===== src/rtl/riscv_pkg.sv =====
// Shared codes for the data-memory access controller: instruction classes,
// load/store size codes, controller state encoding and the legality check.
package riscv_pkg;

  // Instruction-class codes carried on req_type
  localparam logic [2:0] I_LOAD = 3'b000;
  localparam logic [2:0] I_ALU  = 3'b001;
  localparam logic [2:0] S_TYPE = 3'b010;
  localparam logic [2:0] B_TYPE = 3'b011;

  // funct3 size codes; bit 2 marks an unsigned load, bits [1:0] the size
  localparam logic [2:0] F3_B  = 3'b000;
  localparam logic [2:0] F3_H  = 3'b001;
  localparam logic [2:0] F3_W  = 3'b010;
  localparam logic [2:0] F3_BU = 3'b100;
  localparam logic [2:0] F3_HU = 3'b101;

  typedef enum logic [2:0] {
    IDLE      = 3'd0,
    RD        = 3'd1,
    RD_DATA   = 3'd2,
    WR        = 3'd3,
    RMW_RD    = 3'd4,
    RMW_MERGE = 3'd5,
    RMW_WR    = 3'd6,
    FAULT     = 3'd7
  } dmem_state_e;

  // True when funct3 is a legal size for the access kind and the byte
  // offset is naturally aligned for that size.
  function automatic logic access_legal(input logic is_store,
                                        input logic [2:0] f3,
                                        input logic [1:0] lane);
    logic f3_ok;
    logic aligned;
    if (is_store) f3_ok = (f3 == F3_B) || (f3 == F3_H) || (f3 == F3_W);
    else          f3_ok = (f3 == F3_B) || (f3 == F3_H) || (f3 == F3_W) ||
                          (f3 == F3_BU) || (f3 == F3_HU);
    case (f3[1:0])
      2'b01:   aligned = ~lane[0];
      2'b10:   aligned = (lane == 2'b00);
      default: aligned = 1'b1;
    endcase
    return f3_ok & aligned;
  endfunction

endpackage


===== src/rtl/dmem_access_ctrl_lane.sv =====
// Lane steering for a word-wide memory: extracts and extends load data and
// builds the merged word for byte/half stores. Purely combinational.
module dmem_lane_unit
  import riscv_pkg::*;
(
  input  logic [1:0]  lane,
  input  logic [2:0]  funct3,
  input  logic [31:0] rd_word,
  input  logic [15:0] st_data,
  output logic [31:0] load_val,
  output logic [31:0] merged
);

  logic [7:0]  byte_sel;
  logic [15:0] half_sel;

  // Select the addressed lane, extend it, and splice store data into the word
  always_comb begin
    byte_sel = rd_word[{lane, 3'b000} +: 8];
    half_sel = lane[1] ? rd_word[31:16] : rd_word[15:0];
    case (funct3[1:0])
      2'b00:   load_val = {{24{~funct3[2] & byte_sel[7]}}, byte_sel};
      2'b01:   load_val = {{16{~funct3[2] & half_sel[15]}}, half_sel};
      default: load_val = rd_word;
    endcase
    merged = rd_word;
    if (funct3[1:0] == 2'b00)      merged[{lane, 3'b000} +: 8]  = st_data[7:0];
    else if (funct3[1:0] == 2'b01) merged[{lane[1], 4'b0000} +: 16] = st_data;
  end

endmodule


===== src/rtl/dmem_access_ctrl.sv =====
// Sequencer between the MEM stage and a single-port synchronous-read data
// memory without byte enables: plain reads for loads, direct writes for sw,
// read-modify-write for sb/sh, and a no-access fault path.
//
// Handshake: a request is accepted on a rising clk2 edge where
// req_valid & req_ready; req_ready is high only in IDLE, and requests with
// an unsupported req_type are never accepted and never produce done.
// Completion is a one-cycle done pulse with rdata/err valid in that cycle.
module dmem_access_ctrl
  import riscv_pkg::*;
#(
  parameter int ADDR_W = 32
) (
  input  logic              clk2,
  input  logic              rst,
  input  logic              req_valid,
  output logic              req_ready,
  input  logic [2:0]        req_type,
  input  logic [2:0]        req_funct3,
  input  logic [ADDR_W-1:0] req_addr,
  input  logic [31:0]       req_wdata,
  output logic              done,
  output logic [31:0]       rdata,
  output logic              err,
  output logic              mem_en,
  output logic              mem_we,
  output logic [ADDR_W-3:0] mem_addr,
  output logic [31:0]       mem_wdata,
  input  logic [31:0]       mem_rdata,
  output dmem_state_e       dbg_state
);

  dmem_state_e       state_q, state_d;
  logic              accept;
  logic              is_load, is_store;
  logic [ADDR_W-1:0] addr_q;
  logic [2:0]        funct3_q;
  logic [31:0]       wdata_q;
  logic [31:0]       merged_q;
  logic [31:0]       load_val;
  logic [31:0]       merged;

  assign is_load   = (req_type == I_LOAD);
  assign is_store  = (req_type == S_TYPE);
  assign dbg_state = state_q;

  dmem_lane_unit u_lane (
    .lane     (addr_q[1:0]),
    .funct3   (funct3_q),
    .rd_word  (mem_rdata),
    .st_data  (wdata_q[15:0]),
    .load_val (load_val),
    .merged   (merged)
  );

  // State register; reset aborts any sequence in flight
  always_ff @(posedge clk2) begin
    if (rst) state_q <= IDLE;
    else     state_q <= state_d;
  end

  // Next state and memory strobes decoded from state and latched request
  always_comb begin
    state_d   = state_q;
    req_ready = 1'b0;
    accept    = 1'b0;
    mem_en    = 1'b0;
    mem_we    = 1'b0;
    mem_addr  = '0;
    mem_wdata = '0;
    case (state_q)
      IDLE: begin
        req_ready = 1'b1;
        accept    = req_valid & (is_load | is_store);
        if (accept) begin
          if (!access_legal(is_store, req_funct3, req_addr[1:0])) state_d = FAULT;
          else if (is_load)                                      state_d = RD;
          else if (req_funct3[1:0] == 2'b10)                     state_d = WR;
          else                                                   state_d = RMW_RD;
        end
      end
      RD: begin
        mem_en   = 1'b1;
        mem_addr = addr_q[ADDR_W-1:2];
        state_d  = RD_DATA;
      end
      RD_DATA: state_d = IDLE;
      WR: begin
        mem_en    = 1'b1;
        mem_we    = 1'b1;
        mem_addr  = addr_q[ADDR_W-1:2];
        mem_wdata = wdata_q;
        state_d   = IDLE;
      end
      RMW_RD: begin
        mem_en   = 1'b1;
        mem_addr = addr_q[ADDR_W-1:2];
        state_d  = RMW_MERGE;
      end
      RMW_MERGE: state_d = RMW_WR;
      RMW_WR: begin
        mem_en    = 1'b1;
        mem_we    = 1'b1;
        mem_addr  = addr_q[ADDR_W-1:2];
        mem_wdata = merged_q;
        state_d   = IDLE;
      end
      FAULT:   state_d = IDLE;
      default: state_d = IDLE;
    endcase
  end

  // Request latch, merge/result registers and the registered done/err pulse
  always_ff @(posedge clk2) begin
    if (rst) begin
      addr_q   <= '0;
      funct3_q <= '0;
      wdata_q  <= '0;
      merged_q <= '0;
      rdata    <= '0;
      done     <= 1'b0;
      err      <= 1'b0;
    end else begin
      if (accept) begin
        addr_q   <= req_addr;
        funct3_q <= req_funct3;
        wdata_q  <= req_wdata;
      end
      if (state_q == RMW_MERGE) merged_q <= merged;
      if (state_q == RD_DATA)   rdata    <= load_val;
      done <= (state_q == RD_DATA) || (state_q == WR) ||
              (state_q == RMW_WR)  || (state_q == FAULT);
      err  <= (state_q == FAULT);
    end
  end

endmodule


===== config.mk =====
export PLATFORM = sky130hd
export DESIGN_NAME = dmem_access_ctrl
export DESIGN_NICKNAME = d
export VERILOG_FILES = /design/src/rtl/riscv_pkg.sv /design/src/rtl/dmem_access_ctrl_lane.sv /design/src/rtl/dmem_access_ctrl.sv
export SDC_FILE = /design/constraint.sdc
export NUM_CORES = 1
export LEC_CHECK = 0
export BUFFER_PORTS_ARGS = -buffer_cell sky130_fd_sc_hd__buf_4
export CORE_MARGIN = 8
export CORE_UTILIZATION = 43
export CTS_CLUSTER_SIZE = 40
export DETAILED_ROUTE_END_ITERATION = 16
export PLACE_DENSITY_LB_ADDON = 0.15
export REMOVE_ABC_BUFFERS = 1
export SETUP_SLACK_MARGIN = 0.5
export SYNTH_ARGS = -nofsm -noshare
export SYNTH_HDL_FRONTEND = slang
export SYNTH_SLANG_ARGS = --single-unit

===== constraint.sdc =====
create_clock -name clk2 -period 2.88 [get_ports clk2]
set_input_delay 0.288 -clock clk2 [delete_from_list [all_inputs] [get_ports clk2]]
set_output_delay 0.288 -clock clk2 [all_outputs]
set_load 0.01 [all_outputs]

======== Word-level counts from Yosys, hierarchy flattened ========
Index checks and enable logic that the tools add are counted.
word-level totals
  memory bits (writable) .................. 0
  output and inout bits ................... 102
  bits in read-only memories .............. 0
  word-level logic and storage cells ...... 76
  memories kept ........................... 0
  input bits .............................. 105
  bits in latches ......................... 0
  register bits ........................... 136
cells by class
  add/sub/neg operators ................... 2
  shifts and indexed selects .............. 5
  equality and inequality tests ........... 16
  magnitude comparators ................... 0
  multipliers ............................. 0
  reductions and logical operators ........ 15
  bitwise operators ....................... 7
  divide/modulo/power cells ............... 0
  mux-type cells .......................... 23
operators by type and width
  cell                       number
  $pmux W32 S2               2
  $bwmux W32                 2
  $mux W32                   2
  $shift A16 B7 Y32 const A  1
  $shift A8 B7 Y32 const A   1
  $shiftx A16 B7 Y32         1
  $shiftx A32 B6 Y8          1
  $shiftx A8 B7 Y32          1
  $mux W30                   1
  $eq A3 B3 Y1 const B       6
  $mux W16                   1
  $pmux W3 S5                1
  $neg A5 Y7                 2
  $eq A3 B2 Y1 const B       4
  $mux W3                    4
  $logic_not A3 Y1           3
  $mux W1                    9
  $reduce_or A4 Y1           2
  $logic_or A1 B1 Y1         7
  $eq A3 B1 Y1 const B       2
  $and A1 B1 Y1              4
  $eq A2 B1 Y1 const B       2
  $logic_not A2 Y1           2
  $eq A2 B2 Y1 const B       1
  other kinds (5)            6

======== Depth between registers and ports, before layout ========
Gate-level depths: netlist (run 1).
  depth after elaboration ................. 12
  depth in mapped cells ................... 10
  gate-level depth less buffers ........... 6

======== Modules after synthesis ========
From an unflattened synthesis (run 1), not the netlist that was laid out.
unflattened totals
  cell total of the unflattened synthesis .. 898
  area total of the unflattened synthesis .. 7001.7 µm²
modules (own cells, without submodules)
  module            times used  seq. area each (µm²)  cells each  area each (µm²)
  dmem_access_ctrl  1           2722.6                684         5352.6
  dmem_lane_unit    1           0.0                   214         1649.1

======== Least setup slack after synthesis (run 1) ========
No wires, ideal clock.
  kind .................................... reg-to-reg
  from .................................... reg addr_q[1]
  to ...................................... reg merged_q[23]
  stages on the path, launching flop included .. 11
  slack ................................... 0.632 ns
  data required time ...................... 2.789 ns
  library setup time ...................... 0.091 ns
  path buffers ............................ 4
  clock period less this slack ............ 2.248 ns
  arrival ................................. 2.157 ns
  cells stage by stage .................... dfxtp_1 buf_6 buf_2 inv_1 buf_2 ha_1 nor4bb_1 clkbuf_1 a22o_1 nand2_1 a311oi_1
on the way
  cells in the longest elaborated chain, start to end .. 5
  elaborated cells on any way between the ends .. 10
  those cells by class .................... add/sub: 2; shift: 4; mux: 4
ends and longest elaborated chain
  element                                                  RTL line                     RTL
  start: declaration                                       dmem_access_ctrl.sv:36       logic [ADDR_W-1:0] addr_q;
  start signal: assignment                                 dmem_access_ctrl.sv:125      addr_q <= req_addr;
  $neg A5 Y7                                               dmem_access_ctrl_lane.sv:28  else if (funct3[1:0] == 2'b01) merged[{lane[1], 4'b0000} +: 16] = st_data;
  $shiftx A16 B7 Y32 or $shift A16 B7 Y32 (tied branches)  dmem_access_ctrl_lane.sv:28
  $bwmux W32                                               dmem_access_ctrl_lane.sv:28
  $mux W32                                                 dmem_access_ctrl_lane.sv:28
  $mux W32 (*)                                             dmem_access_ctrl_lane.sv:27  if (funct3[1:0] == 2'b00) merged[{lane, 3'b000} +: 8] = st_data[7:0];
  end signal: assignment                                   dmem_access_ctrl.sv:129      if (state_q == RMW_MERGE) merged_q <= merged;
  end: declaration                                         dmem_access_ctrl.sv:39       logic [31:0] merged_q;
Every way passes the cells marked *; elsewhere a longest branch is shown, timed or not.
A chain may end at the register's enable or synchronous reset.

======== Worst setup path after layout (run 1) ========
  from .................................... reg state_q[1], in the netlist dbg_state[1]
  to ...................................... out mem_wdata[3]
on the way
  cells in the longest elaborated chain, start to end .. 2
  elaborated cells on any way between the ends .. 3
  those cells by class .................... eq/ne: 2; mux: 1
ends and longest elaborated chain
  element                                       RTL line                RTL
  start: declaration                            dmem_access_ctrl.sv:33  dmem_state_e state_q, state_d;
  start signal: assignment                      dmem_access_ctrl.sv:59  else state_q <= state_d;
  $eq A3 B3 Y1 or $eq A3 B2 Y1 (tied branches)  dmem_access_ctrl.sv:71  case (state_q)
  $pmux W32 S2 (*)                              dmem_access_ctrl.sv:71
  end: declaration                              dmem_access_ctrl.sv:28  output logic [31:0] mem_wdata,
Marked as above.

==> results of run 1 <==
-- worst min path at each step --
stage | start | end
3_3_place_gp | addr_q[20] | addr_q[20]
4_1_cts | req_wdata[14] | wdata_q[14]
3_5_place_dp | addr_q[2] | addr_q[2]
5_1_grt | req_addr[9] | addr_q[9]
6_report | req_addr[11] | addr_q[11]
2_1_floorplan | rst | rdata[21]
-- worst register-to-register path: stages, from the launching register on --
cell	delay (ns)
dfxtp_1	0.55
inv_1	0.15
ha_1	0.40
nor4bb_1	0.29
buf_4	0.21
a21o_1	0.12
a22oi_1	0.08
a211oi_1	0.25
-- through the flow --
step	cell area (sq um)	std cells	hold slack, ns
4_1_cts	9000	1183	0.104
5_1_grt	9010	1183	0.102
3_3_place_gp	8300	1151	0.437
6_report	9010	1183	0.112
3_5_place_dp	8300	1151	0.442
2_1_floorplan	6300	734	0.353
-- logic make-up (layout without fill, tap and decap cells) --
logic type,count (synthesis),after routing,synth area share (%)
buf+inv,86,272,5.78
simple gates,297,297,20.3
mux,11,11,1.73
compound gates,270,270,29.6
xor+xnor,1,1,0.132
fa+ha+maj,8,8,1.51
flops,136,136,41.0
-- power by group --
part,internal [mW],total (mW),switching [mW]
clock network,1.75,2.59,0.840
registers,2.18,2.43,0.247
logic,0.890,2.01,1.12
total,4.83,7.03,2.20
-- layout make-up --
cell class                 instances  area [sq um]  share of cell area (%)
tap                              188           235                    2.61
multi-input combinational        587          3560                    39.5
inverter                          11          41.3                   0.458
clock buffer                      19           453                    5.03
timing repair buffer             229          1740                    19.4
sequential                       136          2730                    30.3
clock inverter                    13           248                    2.75
-- flip-flops by register name (all words and copies together), names as in the netlist --
register   cells
dbg_state      3
funct3_q       3
err            1
wdata_q       32
rdata         32
done           1
merged_q      32
addr_q        32
-- routing by layer --
metal	vias to the layer above	share of wire, %
li1	3249	-
met1	3149	44
met2	263	45
met3	18	10
met4	0	1.2
met5	-	0
-- cells in the final DEF (no fill, tap or decap), types with 3 or more instances in the layout --
| cell type | instances |
|---|---|
| buf_4 | 227 |
| nand2_1 | 183 |
| dfxtp_1 | 133 |
| a21oi_1 | 76 |
| and2_1 | 41 |
| a22o_1 | 39 |
| nor2_1 | 38 |
| a211oi_1 | 26 |
| o21ai_0 | 23 |
| clkbuf_16 | 17 |
| a221o_1 | 16 |
| a221oi_1 | 16 |
| o22ai_1 | 15 |
| mux2i_1 | 10 |
| inv_1 | 9 |
| a32o_1 | 9 |
| a22oi_1 | 8 |
| a311oi_1 | 8 |
| a21o_1 | 8 |
| ha_1 | 8 |
| nor2b_1 | 7 |
| a2111oi_0 | 7 |
| bufinv_16 | 7 |
| a211o_1 | 5 |
| nand2b_1 | 4 |
| or2_2 | 3 |
| dfxtp_2 | 3 |
| clkinv_2 | 3 |
| clkinvlp_4 | 3 |
==> metrics, run 1 <==
Post-Place Worst Slack=0.642 ns; Crit path required time=2.59 ns; Netlist cell types=61; worst reg2reg setup slack=0.75 ns; DRC Markers=0; r2r worst-path depth=7; met3 Track Usage GR=9.34%; #FFs+latches synth=136; largest net degree at the start of global routing=83; Worst VDD drop=469 uV; Setup violations, final=0; CP startpoint kind=flop; layout cells sized above 1=28.4%; Power Total=7.03 mW; Crit Reg-Reg Endpoint=merged_q[17]; CP Cell Sequence=and3_1, buf_4, a22o_1, buf_4; antenna violations before repair=0; Vias=6679; Die X=140 um; clock sinks=136; area delta synth->final=35.6%; Fmax=449 MHz; Min-Delay Path Class=primary input to flop; CP max stage delay=0.51 ns; area of the mapped netlist=6640 sq um; Final Critical Period=2.23 ns; EDFF count, synth=0; Pins Over Slew Limit=0; Clock Latency Late Sink=0.42 ns; relative slew slack=22.5%; postcts setup bufs=0; Antenna Cells=0; Synth Flop Type=dfxtp_1; Reg clk slew, reported paths=0.06 ns; number of nets in the layout=1095; initial core utilization=43.9%; gr busiest metal=met2; final WL=22.8 mm; asr flop ratio synth=0%; Routed WL per cell=19.2 um; total track usage=22.7%; GR Util met1=29.2%; cell accounting for the most synthesized area=dfxtp_1; status=completed; Seq/Total Area, Yosys=41.0%; critical path fanouts, max=33; critical path depth=4; # Max-Cap Violations=0; Worst path most repeated cell=buf_4; Synth area leaders=dfxtp_1 41%, nand2_1 10%, a21oi_1 5.7%; Synthesis Warnings=0; critical path's slowest cell=dfxtp_1; GR met2 Demand/Resource=34.6%; TritonCTS clock tree=yes; Setup Crit Path Kind=flop to primary output; Post-DP HPWL=15.5 mm; Longest Clk Path Bufs=2; Die H=140 um; P per Cell Area=781 nW/um^2; LEAKAGE=3.64 nW; RSZ-0062 raised after global routing=no; initial drt markers=590; post-route ant nets=0; top cell type's share of synthesized area=41.0%; Buf+Inv Stages, Crit Path=2; Total Neg Setup Slack=0 ns; First-pass DRT Iterations=7; setup ws final=0.653 ns; # H-tree levels=4; Post-CTS Hold Fix Bufs=0; global placement routability congestion=0.867; Finished Core Util=59.5%; first-pass GRT wire length=35.9 mm; gr ovfl total=0; clk root buf=clkbuf_16; Filler Cell Count=1434; total CTS buffers=17; via/cell ratio=5.65; Worst setup endpoint=mem_wdata[3]; CP endpoint kind=primary output; Rows=45; worst setup path startpoint=dbg_state[1]; die area=19700 sq um; Post-synth top cells=183 x nand2_1, 136 x dfxtp_1, 76 x a21oi_1, 43 x clkbuf_1, 41 x and2_1; Hold Crit Depth=3; I/O Pins=207; most frequent cell after synthesis=nand2_1; Core Area=15100 sq um; pin slew with the least headroom to its limit=1.15 ns; IO buf count=206; final period utilization=77.3%; Final Hold Fails=0; Post-CTS Resized=1; CP arrival=1.94 ns; Largest delay share family, worst path=buffers and inverters; vias in the first global route=6562; Post-Syn Area per Cell=8.21 sq um; cell count after synthesis=809; Setup Skew=0.00585 ns; Reg-to-Reg Start=addr_q[1]
Note: power is estimated with default switching activity, not from simulation.
==> run 2, diff against run 1 <==
clock period = 2.13 ns   (was 2.88 ns; I/O delays follow)
==> run 2 against run 1 <==
  * Count of clock-buffer cells in the layout increased by 1
  * Clock power increased by 9.7%
  * Flip-flop and latch count unchanged
  * Critical path depth increased by 3
  * Sequential share of layout area decreased by 6.2 points
  * Critical endpoint is now rdata[30]
  * Largest power group is now combinational cells
==> metrics, run 2 (synthesis results as in run 1) <==
total CTS buffers=17 (unchanged); first-pass GRT wire length=40.8 mm (was 35.9 mm); Die X=140 um (unchanged); clock sinks=136 (unchanged); Pins Over Slew Limit=0 (unchanged); pin slew with the least headroom to its limit=0.577 ns (was 1.15 ns); hold_ws=0.0350 ns (was 0.112 ns); post-route cell area=11400 sq um (was 9010 sq um); Power Total=11.3 mW (was 7.03 mW); critical path fanouts, max=8 (was 33); TritonCTS clock tree=yes (unchanged); Rows=45 (unchanged); Die H=140 um (unchanged); Reg clk slew, reported paths=0.06 ns (about the same); multi-input logic area=4190 sq um (was 3560 sq um); P per Cell Area=988 nW/um^2 (was 781 nW/um^2); Longest Clk Path Bufs=2 (unchanged); CP startpoint kind=flop (unchanged); initial drt markers=960 (was 590); Final Hold Fails=0 (unchanged); Final Critical Period=1.92 ns; Seq. cell area=2740 sq um (was 2730 sq um); Finished Core Util=75.3% (was 59.5%); Worst VDD drop=582 uV (was 469 uV); DRC Markers=0 (unchanged); LEAKAGE=4.62 nW (was 3.64 nW); Total Neg Setup Slack=0 ns (unchanged); relative slew slack=61.4% (was 22.5%); largest net degree at the start of global routing=97 (was 83); layout cells sized above 1=46.9% (was 28.4%); Core Area=15100 sq um (unchanged); final WL=30.0 mm (was 22.8 mm); r2r worst-path depth=7 (unchanged); IO buf count=206 (unchanged); area delta synth->final=71.6% (was 35.6%); via/cell ratio=6.01 (was 5.65); CP endpoint kind=flop (was primary output); Setup Crit Path Kind=flop to flop (was flop to primary output); antenna violations before repair=0 (unchanged); Vias=7792 (was 6679); Hold Crit Depth=3 (unchanged); I/O Pins=207 (unchanged); CP arrival=2.20 ns (was 1.94 ns); status=completed (unchanged); # Max-Cap Violations=0 (unchanged); Crit path required time=2.41 ns (was 2.59 ns); Setup Skew=0.00822 ns (was 0.00585 ns); most frequent cells in the layout=241 x buf_4, 147 x nand2_1, 129 x dfxtp_1, 60 x a21oi_1, 43 x buf_6 (was 227 x buf_4, 183 x nand2_1, 133 x dfxtp_1, 76 x a21oi_1, 41 x and2_1); Setup violations, final=0 (unchanged); # H-tree levels=4 (unchanged); number of nets in the layout=1208 (was 1095); Fmax=520 MHz; die area=19700 sq um (unchanged); total track usage=26.3% (was 22.7%); RSZ-0062 raised after global routing=yes (was no); post-route ant nets=0 (unchanged); clk root buf=clkbuf_16 (unchanged); gr ovfl total=0 (unchanged); global placement routability congestion=0.845 (was 0.867); most common cell after layout, fill and taps aside=buf_4 (unchanged); Antenna Cells=0 (unchanged); Clock Latency Late Sink=0.42 ns (about the same); final period utilization=90.2%; Filler Cell Count=1029 (was 1434); Routed WL per cell=23.1 um (was 19.2 um); vias in the first global route=7031 (was 6562); Min-Delay Path Class=primary input to flop (unchanged); Placed Area=8440 sq um (was 8300 sq um); Post-DP HPWL=16.1 mm (was 15.5 mm); initial core utilization=43.9% (unchanged); First-pass DRT Iterations=5 (was 7)
## run 2: final cells by class
type                            instances  share of cell area, %
Clock buffer                           20                   4.09
Clock inverter                         12                  0.889
Inverter                               11                  0.604
Multi-Input combinational cell        588                   36.7
Sequential cell                       136                   24.1
Tap cell                              188                   2.06
Timing Repair Buffer                  341                   31.6
## run 2: critical path, cell delays in order (launching register included)
cell and delay (ns):
dfxtp_4 0.37, buf_6 0.12, mux2_4 0.31, or3_4 0.34
a41oi_4 0.29, buf_6 0.15, buf_12 0.12, a211oi_1 0.07
## run 2: path summary, 6_finish.rpt
check | startpoint | end | slack [ns]
worst max-delay path | addr_q[1] | rdata[30] | 0.21
worst min-delay path | req_addr[18] | addr_q[18] | 0.03
worst max register to register | addr_q[1] | rdata[30] | 0.21
worst min register to register | addr_q[9] | addr_q[9] | 0.45
## run 2: routing by layer
metal  up-vias  track usage [%]  part of all wire, %
li1       3491                -                    -
met1      3657             32.4                   38
met2       512             41.3                   46
met3       132             8.90                   11
met4         0             11.0                  5.0
met5         -                0                    0
## run 2: timing repair
| action | in CTS | in global routing |
|---|---|---|
| setup buffers | 38 | 33 |
| cloned | 18 | 12 |
| hold buffers | 0 | 0 |
| setup endpoints to repair | 188 | 199 |
| resized for setup | 117 | 149 |
| pin swaps | 45 | 61 |
## run 2: metrics by stage
| stage | instances | setup WS, ns |
|---|---|---|
| 6_report | 1296 | 0.208 |
| 5_1_grt | 1296 | 0.188 |
| 4_1_cts | 1251 | 0.256 |
| 3_5_place_dp | 1163 | 0.212 |
| 3_3_place_gp | 1163 | 0.268 |
| 2_1_floorplan | 734 | -0.690 |
## run 2: where the power goes
group          leakage (nW)  internal, mW  switching, mW  total, mW
logic                  3.24          2.72           2.41       5.13
clock network         0.270          1.69           1.16       2.84
registers              1.11          2.97          0.320       3.29
total                  4.62          7.37           3.89       11.3
==> run 3, diff against run 2 <==
GPL_TIMING_DRIVEN = 0   (was not set)
RECOVER_POWER = 50   (was not set)
==> run 3 against run 2 <==
  * Count of clock-buffer cells in the layout up 5
  * Final area down 11%
  * Clock skew down 0.0014 ns
  * Wire length down 5.8%
  * Critical path type unchanged
  * Critical path depth unchanged
  * Clock power down 8.5%
  * Combinational power down 18%
  * Highest routed layer unchanged
  * Final cell count down 2.9%
  * Sequential share of layout area up 3.1 points
==> metrics, run 3 (synthesis results as in run 1) <==
I/O Pins=207 (unchanged); initial drt markers=696 (was 960); Core Area=15100 sq um (unchanged); Largest delay share family, worst path=compound AO/OA/AOI/OAI gates (was buffers and inverters); layout cells sized above 1=33.7% (was 46.9%); # H-tree levels=4 (unchanged); total CTS buffers=17 (unchanged); Crit path required time=2.37 ns (was 2.41 ns); Die H=140 um (unchanged); Total Neg Setup Slack=0 ns (unchanged); clk root buf=clkbuf_16 (unchanged); r2r worst-path depth=7 (unchanged); largest net degree at the start of global routing=112 (was 97); Worst path most repeated cell=buf_4 (was buf_6); Seq. cell area=2750 sq um (was 2740 sq um); RSZ-0062 raised after global routing=yes (unchanged); gr busiest metal=met2 (unchanged); TritonCTS clock tree=yes (unchanged); Setup Crit Path Kind=flop to flop (unchanged); Worst VDD drop=727 uV (was 582 uV); critical path's slowest cell=dfxtp_4 (unchanged); CP Cell Sequence=buf_4, buf_4, mux2i_1, o21ai_1, a41oi_4, buf_12, a211oi_1 (was buf_6, mux2_4, or3_4, a41oi_4, buf_6, buf_12, a211oi_1); Min-Delay Path Class=primary input to flop (unchanged); GR Util met1=31.0% (was 32.4%); Post-Place Worst Slack=-1.63 ns (was 0.212 ns); CP startpoint kind=flop (unchanged); Placed Area=8200 sq um (was 8440 sq um); relative slew slack=6.62% (was 61.4%); gr ovfl total=0 (unchanged); placed cell count=1133 (was 1163); area delta synth->final=52.3% (was 71.6%); Power Total=10.1 mW (was 11.3 mW); met3 Track Usage GR=9.21% (was 8.90%); Clock Latency Late Sink=0.43 ns (was 0.42 ns); P per Cell Area=1000 nW/um^2 (was 988 nW/um^2); vias in the first global route=7032 (was 7031); most common cell after layout, fill and taps aside=buf_4 (unchanged); Post-Layout Cell Count=1258 (was 1296); multi-input logic area=4010 sq um (was 4190 sq um); worst reg2reg setup slack=0.18 ns (was 0.21 ns); Post-DP HPWL=15.2 mm (was 16.1 mm); post-route cell area=10100 sq um (was 11400 sq um); number of nets in the layout=1173 (was 1208); Setup Skew=0.00680 ns (was 0.00822 ns); clock sinks=136 (unchanged); critical path fanouts, max=16 (was 8); Vias=7430 (was 7792); Setup violations, final=0 (unchanged); status=completed (unchanged); die area=19700 sq um (unchanged); Fmax=512 MHz (was 520 MHz); most frequent cells in the layout=199 x buf_4, 180 x nand2_1, 129 x dfxtp_1, 75 x a21oi_1, 46 x clkbuf_1 (was 241 x buf_4, 147 x nand2_1, 129 x dfxtp_1, 60 x a21oi_1, 43 x buf_6); pin slew with the least headroom to its limit=1.40 ns (was 0.577 ns); Finished Core Util=66.8% (was 75.3%); final WL=28.2 mm (was 30.0 mm); Antenna Cells=0 (unchanged); Final Critical Period=1.95 ns (was 1.92 ns); total track usage=25.4% (was 26.3%); DRC Markers=0 (unchanged); First-pass DRT Iterations=5 (unchanged); Reg clk slew, reported paths=0.06 ns (about the same); Die X=140 um (unchanged); CP max stage delay=0.38 ns (was 0.37 ns); global placement routability congestion=0.840 (was 0.845); LEAKAGE=3.94 nW (was 4.62 nW); Buf+Inv Stages, Crit Path=3 (unchanged); Rows=45 (unchanged); Filler Cell Count=1299 (was 1029); CP endpoint kind=flop (unchanged); initial core utilization=43.9% (unchanged); GR met2 Demand/Resource=40.7% (was 41.3%); Pins Over Slew Limit=0 (unchanged); antenna violations before repair=0 (unchanged); hold_ws=0.0289 ns (was 0.0350 ns); # Max-Cap Violations=0 (unchanged); Longest Clk Path Bufs=2 (unchanged); critical path depth=7 (unchanged); Hold Crit Depth=3 (unchanged); final period utilization=91.6% (was 90.2%); post-route ant nets=0 (unchanged); first-pass GRT wire length=39.7 mm (was 40.8 mm); IO buf count=206 (unchanged); CP arrival=2.19 ns (was 2.20 ns); Routed WL per cell=22.5 um (was 23.1 um); setup ws final=0.179 ns (was 0.208 ns); via/cell ratio=5.91 (was 6.01); Final Hold Fails=0 (unchanged)
run 3: changes by cell type in the layout (fill, tap and decap cells not counted), sizes merged, moves of 2 or more:
cell / delta
clkinvlp: -3
clkinv: -2
bufbuf: -2
nand3: +5
clkbuf: +47
and3b: +2
inv: -2
buf: -84
run 3: metal layers:
| metal | part of all wire, % | wire length, um | vias up |
|---|---|---|---|
| li1 | - | - | 3442 |
| met1 | 40 | 11400 | 3489 |
| met2 | 46 | 13100 | 445 |
| met3 | 11 | 3150 | 54 |
| met4 | 2.3 | 657 | 0 |
| met5 | 0 | 0 | - |
run 3: final timing paths:
path | from | end
setup / recovery | addr_q[1] | rdata[30]
hold / removal | req_addr[17] | addr_q[17]
setup reg to reg | addr_q[1] | rdata[30]
hold reg to reg | addr_q[19] | addr_q[19]
run 3: repair_timing:
action,4_1_cts,5_1_grt
resized for setup,77,66
gates cloned,9,13
buffers inserted,48,26
pin swaps,20,49
hold buffers,0,0
setup endpoints to repair,196,198
run 3: area by class of cell:
| class | count | share of cell area (%) |
|---|---|---|
| Timing Repair Buffer | 297 | 25.4 |
| Multi-Input combinational cell | 597 | 39.6 |
| Sequential cell | 136 | 27.2 |
| Inverter | 11 | 0.532 |
| Clock inverter | 4 | 0.223 |
| Tap cell | 188 | 2.33 |
| Clock buffer | 25 | 4.70 |
run 3: where the power goes:
group | total [mW] | switching (mW) | internal, mW | leakage, nW
clock network | 2.60 | 1.08 | 1.52 | 0.243
registers | 3.31 | 0.339 | 2.97 | 1.11
logic | 4.21 | 2.19 | 2.02 | 2.59
total | 10.1 | 3.61 | 6.51 | 3.94
run 3: worst min-delay path, delay by kind of cell:
family | cells | cell delay [ns]
AO/OA/AOI/OAI | 1 | 0.05
buffers and inverters | 1 | 0.11
AND/OR/NAND/NOR | 1 | 0.04
